<file path="src/rtl/band_gain_mixer_pkg.sv">
// Shared equalizer constants and the mixer FSM encoding.
package band_gain_mixer_pkg;
  localparam int DATA_W     = 24;
  localparam int GAIN_W     = 16;
  localparam int GAIN_FRAC  = 14;
  localparam int N_BANDS    = 10;
  localparam int GAIN_UNITY = 1 << GAIN_FRAC;

  typedef enum logic [1:0] {
    ST_IDLE = 2'd0,
    ST_ACC  = 2'd1,
    ST_OUT  = 2'd2
  } state_t;
endpackage

</file>
<file path="src/rtl/band_gain_mixer_sat_round.sv">
// Round half up, drop FRAC bits, then clamp to a signed OUT_W range.
module sat_round #(
  parameter int IN_W  = 44,
  parameter int OUT_W = 24,
  parameter int FRAC  = 14
) (
  input  logic signed [IN_W-1:0]  din,
  output logic signed [OUT_W-1:0] dout
);
  // One spare bit so the rounding offset can never wrap the sum.
  localparam int SUM_W = IN_W + 1;
  localparam int SH_W  = SUM_W - FRAC;
  localparam logic signed [SH_W-1:0] MAX_V = SH_W'((2 ** (OUT_W-1)) - 1);
  localparam logic signed [SH_W-1:0] MIN_V = SH_W'(-(2 ** (OUT_W-1)));

  logic signed [SUM_W-1:0] sum;
  logic signed [SH_W-1:0]  shr;

  assign sum = SUM_W'(din) + SUM_W'(2 ** (FRAC-1));
  assign shr = SH_W'(sum >>> FRAC);

  always_comb begin
    dout = OUT_W'(shr);
    if (shr > MAX_V)      dout = OUT_W'(MAX_V);
    else if (shr < MIN_V) dout = OUT_W'(MIN_V);
  end
endmodule

</file>
<file path="src/rtl/band_gain_mixer.sv">
// Ten-band gain mixer: one MAC per cycle over a latched frame, rounded and saturated.
module band_gain_mixer #(
  parameter int DATA_W    = band_gain_mixer_pkg::DATA_W,
  parameter int GAIN_W    = band_gain_mixer_pkg::GAIN_W,
  parameter int GAIN_FRAC = band_gain_mixer_pkg::GAIN_FRAC,
  parameter int N_BANDS   = band_gain_mixer_pkg::N_BANDS
) (
  input  logic                     i_clk,
  input  logic                     i_rst_n,
  input  logic                     i_en,
  input  logic signed [DATA_W-1:0] i_lp,
  input  logic signed [DATA_W-1:0] i_band_64_125,
  input  logic signed [DATA_W-1:0] i_band_125_250,
  input  logic signed [DATA_W-1:0] i_band_250_500,
  input  logic signed [DATA_W-1:0] i_band_500_1k,
  input  logic signed [DATA_W-1:0] i_band_1k_2k,
  input  logic signed [DATA_W-1:0] i_band_2k_4k,
  input  logic signed [DATA_W-1:0] i_band_4k_8k,
  input  logic signed [DATA_W-1:0] i_band_8k_16k,
  input  logic signed [DATA_W-1:0] i_hp,
  input  logic                     i_gain_we,
  input  logic [3:0]               i_gain_addr,
  input  logic signed [GAIN_W-1:0] i_gain_data,
  output logic signed [DATA_W-1:0] o_data,
  output logic                     o_valid,
  output logic                     o_busy,
  output logic                     o_overrun
);
  import band_gain_mixer_pkg::*;

  localparam int PROD_W = DATA_W + GAIN_W;
  localparam int ACC_W  = PROD_W + 4;
  localparam logic signed [GAIN_W-1:0] UNITY = GAIN_W'(GAIN_UNITY);

  logic signed [DATA_W-1:0] band_in  [N_BANDS];
  logic signed [DATA_W-1:0] band_q   [N_BANDS];
  logic signed [GAIN_W-1:0] gain_sh  [N_BANDS];
  logic signed [GAIN_W-1:0] gain_act [N_BANDS];

  state_t                   state, state_nxt;
  logic [3:0]               idx;
  logic signed [ACC_W-1:0]  acc;
  logic signed [PROD_W-1:0] prod;
  logic signed [DATA_W-1:0] res;

  assign band_in[0] = i_lp;
  assign band_in[1] = i_band_64_125;
  assign band_in[2] = i_band_125_250;
  assign band_in[3] = i_band_250_500;
  assign band_in[4] = i_band_500_1k;
  assign band_in[5] = i_band_1k_2k;
  assign band_in[6] = i_band_2k_4k;
  assign band_in[7] = i_band_4k_8k;
  assign band_in[8] = i_band_8k_16k;
  assign band_in[9] = i_hp;

  assign prod   = PROD_W'(band_q[idx]) * PROD_W'(gain_act[idx]);
  assign o_busy = (state != ST_IDLE);

  always_comb begin
    state_nxt = state;
    unique case (state)
      ST_IDLE: if (i_en) state_nxt = ST_ACC;
      ST_ACC:  if (idx == 4'(N_BANDS-1)) state_nxt = ST_OUT;
      ST_OUT:  state_nxt = ST_IDLE;
      default: state_nxt = ST_IDLE;
    endcase
  end

  // Shadow bank: writes land here only; frames see it at their start edge.
  always_ff @(posedge i_clk or negedge i_rst_n) begin
    if (!i_rst_n) begin
      for (int i = 0; i < N_BANDS; i++) gain_sh[i] <= UNITY;
    end else if (i_gain_we && (i_gain_addr < 4'(N_BANDS))) begin
      gain_sh[i_gain_addr] <= i_gain_data;
    end
  end

  always_ff @(posedge i_clk or negedge i_rst_n) begin
    if (!i_rst_n) begin
      state     <= ST_IDLE;
      idx       <= '0;
      acc       <= '0;
      o_data    <= '0;
      o_valid   <= 1'b0;
      o_overrun <= 1'b0;
      for (int i = 0; i < N_BANDS; i++) begin
        gain_act[i] <= UNITY;
        band_q[i]   <= '0;
      end
    end else begin
      state   <= state_nxt;
      o_valid <= 1'b0;
      if (i_en && (state != ST_IDLE)) o_overrun <= 1'b1;
      unique case (state)
        ST_IDLE: if (i_en) begin
          band_q   <= band_in;
          gain_act <= gain_sh;
          acc      <= '0;
          idx      <= '0;
        end
        ST_ACC: begin
          acc <= acc + ACC_W'(prod);
          idx <= idx + 4'd1;
        end
        ST_OUT: begin
          o_data  <= res;
          o_valid <= 1'b1;
        end
        default: ;
      endcase
    end
  end

  sat_round #(.IN_W(ACC_W), .OUT_W(DATA_W), .FRAC(GAIN_FRAC)) u_sat_round (
    .din  (acc),
    .dout (res)
  );
endmodule

</file>
<file path="config.mk">
export PLATFORM = sky130hd
export DESIGN_NAME = band_gain_mixer
export DESIGN_NICKNAME = d
export VERILOG_FILES = /design/src/rtl/band_gain_mixer_pkg.sv /design/src/rtl/band_gain_mixer_sat_round.sv /design/src/rtl/band_gain_mixer.sv
export SDC_FILE = /design/constraint.sdc
export NUM_CORES = 2
export LEC_CHECK = 0
export CAP_MARGIN = 20
export CELL_PAD_IN_SITES_DETAIL_PLACEMENT = 1
export CELL_PAD_IN_SITES_GLOBAL_PLACEMENT = 2
export CORE_MARGIN = 4
export CORE_UTILIZATION = 35
export CTS_CLUSTER_DIAMETER = 150
export DETAILED_ROUTE_END_ITERATION = 12
export PLACE_DENSITY = 0.8
export SLEW_MARGIN = 5
export SYNTH_ARGS = -nofsm -noshare
export SYNTH_HDL_FRONTEND = slang
export SYNTH_SLANG_ARGS = --single-unit
</file>
<file path="constraint.sdc">
create_clock -name i_clk -period 8.5 [get_ports i_clk]
set_input_delay 1.7 -clock i_clk [delete_from_list [all_inputs] [get_ports i_clk]]
set_output_delay 1.7 -clock i_clk [all_outputs]
set_load 0.03 [all_outputs]
</file>
## After elaboration in Yosys (flattened, before gate mapping)

Index checks and enable logic that the tools add are counted.

| word-level totals | value |
|---|---|
| word-level logic and storage cells | 81 |
| bits in registers | 636 |
| input bits | 264 |

| operators by class | value |
|---|---|
| multiply operators | 1 |
| multiplexer cells | 19 |
| add/subtract/negate cells | 3 |
| reduce and logical (&&, ||, !) cells | 9 |
| equality and inequality tests | 5 |
| bitwise logic cells | 2 |
| magnitude comparators | 6 |

Operators by type and width:

| kind | count |
|---|---|
| $bwmux W160 | 1 |
| $bmux W24 S4 | 1 |
| $mux W24 | 4 |
| $pmux W44 S2 | 1 |
| $bmux W16 S4 | 1 |
| $demux W16 S4 | 1 |
| $mux W16 | 3 |
| $add A44 B15 Y45 const B | 1 |
| $add A44 B40 Y44 | 1 |
| $mux W44 | 1 |
| $mul A24 B16 Y40 | 1 |
| $gt A31 B24 Y1 const B | 1 |
| $lt A31 B24 Y1 const B | 1 |
| $ge A5 B5 Y1 const B | 2 |
| $not A4 Y5 | 2 |
| $pmux W4 S2 | 1 |
| $reduce_and A2 Y1 | 3 |
| $lt A5 B1 Y1 const B | 1 |
| $add A4 B1 Y4 const B | 1 |
| $eq A4 B4 Y1 const B | 1 |
| $lt A4 B4 Y1 const B | 1 |
| $mux W2 | 2 |
| $mux W4 | 1 |
| $ne A2 B2 Y1 const B | 2 |
| other kinds (7) | 10 |

## Logic depth before layout (Yosys ltp)

| depth | value |
|---|---|
| depth in word-level cells | 7 |
| mapped depth | 32 |

## By module

From an unflattened synthesis, not the netlist that was laid out.

| unflattened totals | value |
|---|---|
| cells, all modules | 4457 |
| area, all modules | 43618.1 um^2 |

Modules (own cells, without submodules):

| module | area an instance (um^2) | times used | cells an instance |
|---|---|---|---|
| band_gain_mixer | 42628.4 | 1 | 4318 |
| sat_round | 989.7 | 1 | 139 |

## Least setup slack after synthesis

No wires, ideal clock.

| timing path | value |
|---|---|
| path kind | reg-to-reg |
| from | register idx[0] |
| to | register acc[42] |
| stages on the path, launching flop included | 29 |
| data arrival time | 8003 ps |
| slack | 428 ps |
| library setup time | 69 ps |
| path through | dfrtp_1 -> buf_2 -> buf_2 -> buf_2 -> buf_2 -> mux4_2 -> a2bb2oi_1 -> clkbuf_1 -> nor2_1 -> fa_1 -> inv_1 -> fa_1 -> fa_1 -> inv_1 -> fa_1 -> fa_1 -> inv_1 -> fa_1 -> inv_1 -> ha_1 -> o21ai_0 -> nor2_1 -> o221ai_1 -> a21boi_0 -> o211ai_1 -> a2111oi_0 -> nor4b_1 -> or3_1 -> nand3_1 |

| between the ends | value |
|---|---|
| cells in the longest elaborated chain, start to end | 7 |
| elaborated cells between the ends (all ways) | 10 |
| classes of those cells | add/sub (1); mul (1); mux (7); bitwise (1) |

Ends and longest elaborated chain:

| what | RTL line | RTL |
|---|---|---|
| from (decl) | band_gain_mixer.sv:41 | `logic [3:0] idx;` |
| from (signal assigned) | band_gain_mixer.sv:104 | `idx <= idx + 4'd1;` |
| $not A4 Y5 (implied by the code) (*) | band_gain_mixer.sv:57 | `assign prod = PROD_W'(band_q[idx]) * PROD_W'(gain_act[idx]);` |
| $bmux W24 S4 or $bmux W16 S4 (tied branches) | band_gain_mixer.sv:57 |  |
| $mux W24 (implied by the code) or $mux W16 (tied branches) (2 in series) | band_gain_mixer.sv:57 |  |
| $mul A24 B16 Y40 (*) | band_gain_mixer.sv:57 |  |
| $add A44 B40 Y44 (*) | band_gain_mixer.sv:103 | `acc <= acc + ACC_W'(prod);` |
| $pmux W44 S2 (*) | band_gain_mixer.sv:95 | `unique case (state)` |
| to (signal assigned) | band_gain_mixer.sv:103 |  |
| to (decl) | band_gain_mixer.sv:42 | `logic signed [ACC_W-1:0] acc;` |

Every way passes the cells marked *; elsewhere a longest branch is shown, timed or not. The select of a mux whose other input is x is not followed.
A chain may end at the register's enable or synchronous reset.

## Worst setup path after layout

| timing path | value |
|---|---|
| from | register idx[1] |
| to | register acc[42] |

The elaborated chain is that of the path after synthesis.

==> results.md <==
* Core ar. at 122000 um^2
* Max Cap Viol at 0
* Post-synth EDFFs at 0
* Clock Tree Root: clkbuf_16
* Post-synth top flop: dfrtp_1
* Tightest Pin Transition at 1.077 ns
* Unrepaired setup endpoints after global routing: no
* Final setup violating endpoints at 0
* Slew headroom at 28.01%
* Die area at 128900 um^2
* DIE WIDTH at 359.0 um
* Slowest stage cell, crit path: o22ai_1
* GRT Total Usage at 22.59%
* Final WL at 144300 um
* Avg WL per Cell at 22.46 um
* Mapped Cells at 4469
* Cell area after synthesis at 43120 um^2
* Crit path kind: flop to flop
* Register area at 15950 um^2
* Rows at 128
* DP Cell Count at 6276
* R2R cell count at 27
* Placed Area at 48610 um^2
* Delay-heaviest family, CP: adder cells
* Post-route DRC at 0
* H-tree levels at 3
* Clock skew at 0.03675 ns
* Clock sinks at 636
* Most frequent cell after synthesis: nand2_1
* Clock Path Buffers at 3
* Status: complete, no violations
* Port Buf Inserts at 290
* Clock latency on the worst-skew pair at 0.68 ns
* Final antenna-violating net count at 0
* Netlist cell types at 65
* Initial DRC count at 1889
* Reg-to-Reg Start: idx[1]
* GR Overflow Total at 0
* Share of cells above drive strength 1 at 13.71%
* Arrival @ worst endpoint at 8.80 ns
* Layout net count at 5561
* Final Hold Fails at 0
* Critical Path End Type: flop
* Yosys warns at 0
* CP Depth at 27
* Max incr delay on CP at 0.79 ns
* Final period util at 96.94%
* Syn Area/Cell at 9.649 um^2
* Synth async-reset ratio at 100.0%
* Hold_buf cts at 0
* Worst R2R Setup Slack at 0.26 ns
* Worst Path Buf+Inv at 7
* Via-to-Cell Ratio at 5.037
* Startpoint Class: flop
* Crit path launch: idx[1]
* R2r endpoint: acc[42]
* Most used cell, CP: fa_1
* Post-synth top area cell: dfrtp_1
* Die height at 359.0 um
* WP data required at 9.06 ns
* Hold/Removal Path Class: flop to flop
* Filler instances at 13732
* Initial Util at 35.33%
* Worst slack at placement at -0.1724 ns
* Syn_nets at 5293
* CTS tree: built
* Largest net degree at the start of global routing at 190
* P&R area growth vs syn at 19.11%
* Max frequency at 121.4 MHz
* First-pass GRT wire length at 224800 um
* Area of the multi-input gates at 24600 um^2
* Commonest cells post-synth: nand2_1, dfrtp_1, inv_1
* Non-Filler Instances at 6426
* 1st-pass router iterations at 6
* Final instance area at 51360 um^2
* Top post-synthesis cells by area: dfrtp_1, fa_1, nand2_1, mux2_2, inv_1
* I/O pin count at 291
* Initial antenna violation count at 6
* Final worst setup slack at 0.2600 ns
* Worst-path clk slew at 0.06 ns
* Sequential fraction of the synthesis area at 36.97%
* FF+latch count, synth at 636
* Post-synth top area share at 35.75%
* Gpl congestion at 0.8755
* Post-DP HPWL at 107900 um
* Final Max Tran Viols at 0
* CTS Buf Count at 77
* Critical Path Sink: acc[42]
* Final min period at 8.240 ns
* Setup TNS at 0 ns
* CP max FO at 24
* Vias in the first global route at 35897
* Via count at 32369
worst register-to-register path, stage by stage (launching register included):
cell	delay, ns
dfrtp_4	0.53
buf_12	0.16
buf_12	0.17
nor2_4	0.15
buf_4	0.33
a22oi_1	0.20
o22ai_1	0.79
nand2_1	0.22
fa_1	0.58
inv_1	0.06
fa_1	0.49
fa_1	0.58
fa_1	0.43
fa_1	0.49
inv_1	0.05
fa_1	0.48
inv_1	0.04
ha_1	0.38
a21o_1	0.19
a21o_1	0.17
a21o_1	0.17
a211oi_1	0.28
o21a_1	0.27
a2111oi_2	0.10
buf_4	0.16
nor4b_1	0.40
or3_1	0.18
nand3_1	0.07
worst min-delay path by stage:
stage | startpoint | endpoint | slack [ns] | cells past startpoint
finish | gain_sh[62] | gain_act[62] | 0.45 | 2
global placement | gain_sh[110] | gain_act[110] | 0.44 | 2
global route | gain_sh[46] | gain_act[46] | 0.47 | 2
CTS | gain_sh[142] | gain_act[142] | 0.46 | 2
floorplan | gain_sh[110] | gain_act[110] | 0.43 | 2
detailed placement | gain_sh[46] | gain_act[46] | 0.45 | 2
per-layer routing:
layer | up-vias | track usage, % | wire, um
li1 | 14520 | - | -
met1 | 17001 | 30.34 | 63530
met2 | 624 | 38.29 | 70600
met3 | 216 | 3.314 | 5756
met4 | 8 | 6.072 | 4370
met5 | - | 0 | 53
layout make-up:
cell class | count | area share (%)
inverter | 493 | 3.603
multi-input combinational | 3089 | 47.89
sequential | 636 | 31.05
tap | 1625 | 3.959
antenna | 2 | 0.009744
clock inverter | 31 | 0.7381
timing repair buffer | 440 | 8.502
clock buffer | 110 | 4.246
through the flow:
stage               hold slack (ns)  util, %
floorplan                    0.4322        -
global route                 0.4654    42.09
finish                       0.4517    42.09
detailed placement           0.4456    39.83
global placement             0.4392    39.81
CTS                          0.4561    41.95
logic make-up after synthesis:
family	after synthesis	synth area share (%)
xor+xnor	68	1.381
fa+ha+maj	560	23.80
buf+inv	744	6.566
flops	636	36.97
compound gates	310	5.040
simple gates	1847	16.78
mux	304	9.462
registers in the layout (all words and copies together) (netlist names):
register and flops:
idx 4, o_data 24, gain_sh 160, o_valid 1
acc 44, band_q 240, o_overrun 1, state 2
gain_act 160
what timing repair did:
action / 4_1_cts / 5_1_grt
buffers inserted: 0 / 6
cloned: 0 / 1
resized for setup: 6 / 22
endpoints found under the setup margin: 2 / 10
pin swaps: 0 / 3
cell usage in the layout, fill, tap and decap left out, drive strengths merged, types with 5 or more instances in the layout:
master / n
o21ai: 64
o21bai: 8
and3: 9
clkinv: 14
nand2: 1432
mux4: 61
and2: 7
a21o: 17
o22ai: 21
mux2: 219
dfstp: 20
a211oi: 9
o211ai: 28
o22a: 19
bufinv: 5
or2: 6
mux2i: 24
nand2b: 13
a2bb2oi: 14
nand4: 14
dfrtp: 616
nor3: 7
buf: 150
clkbuf: 111
inv: 498
a22oi: 40
xnor2: 31
nor2b: 9
clkdlybuf4s50: 289
ha: 126
fa: 434
nand3: 41
clkinvlp: 7
nor2: 290
o2bb2ai: 7
a21oi: 54
xor2: 37
Power is left out: the tool's default activity adds up to more than one toggle a clock period on the data nets, which glitch-free logic cannot reach.
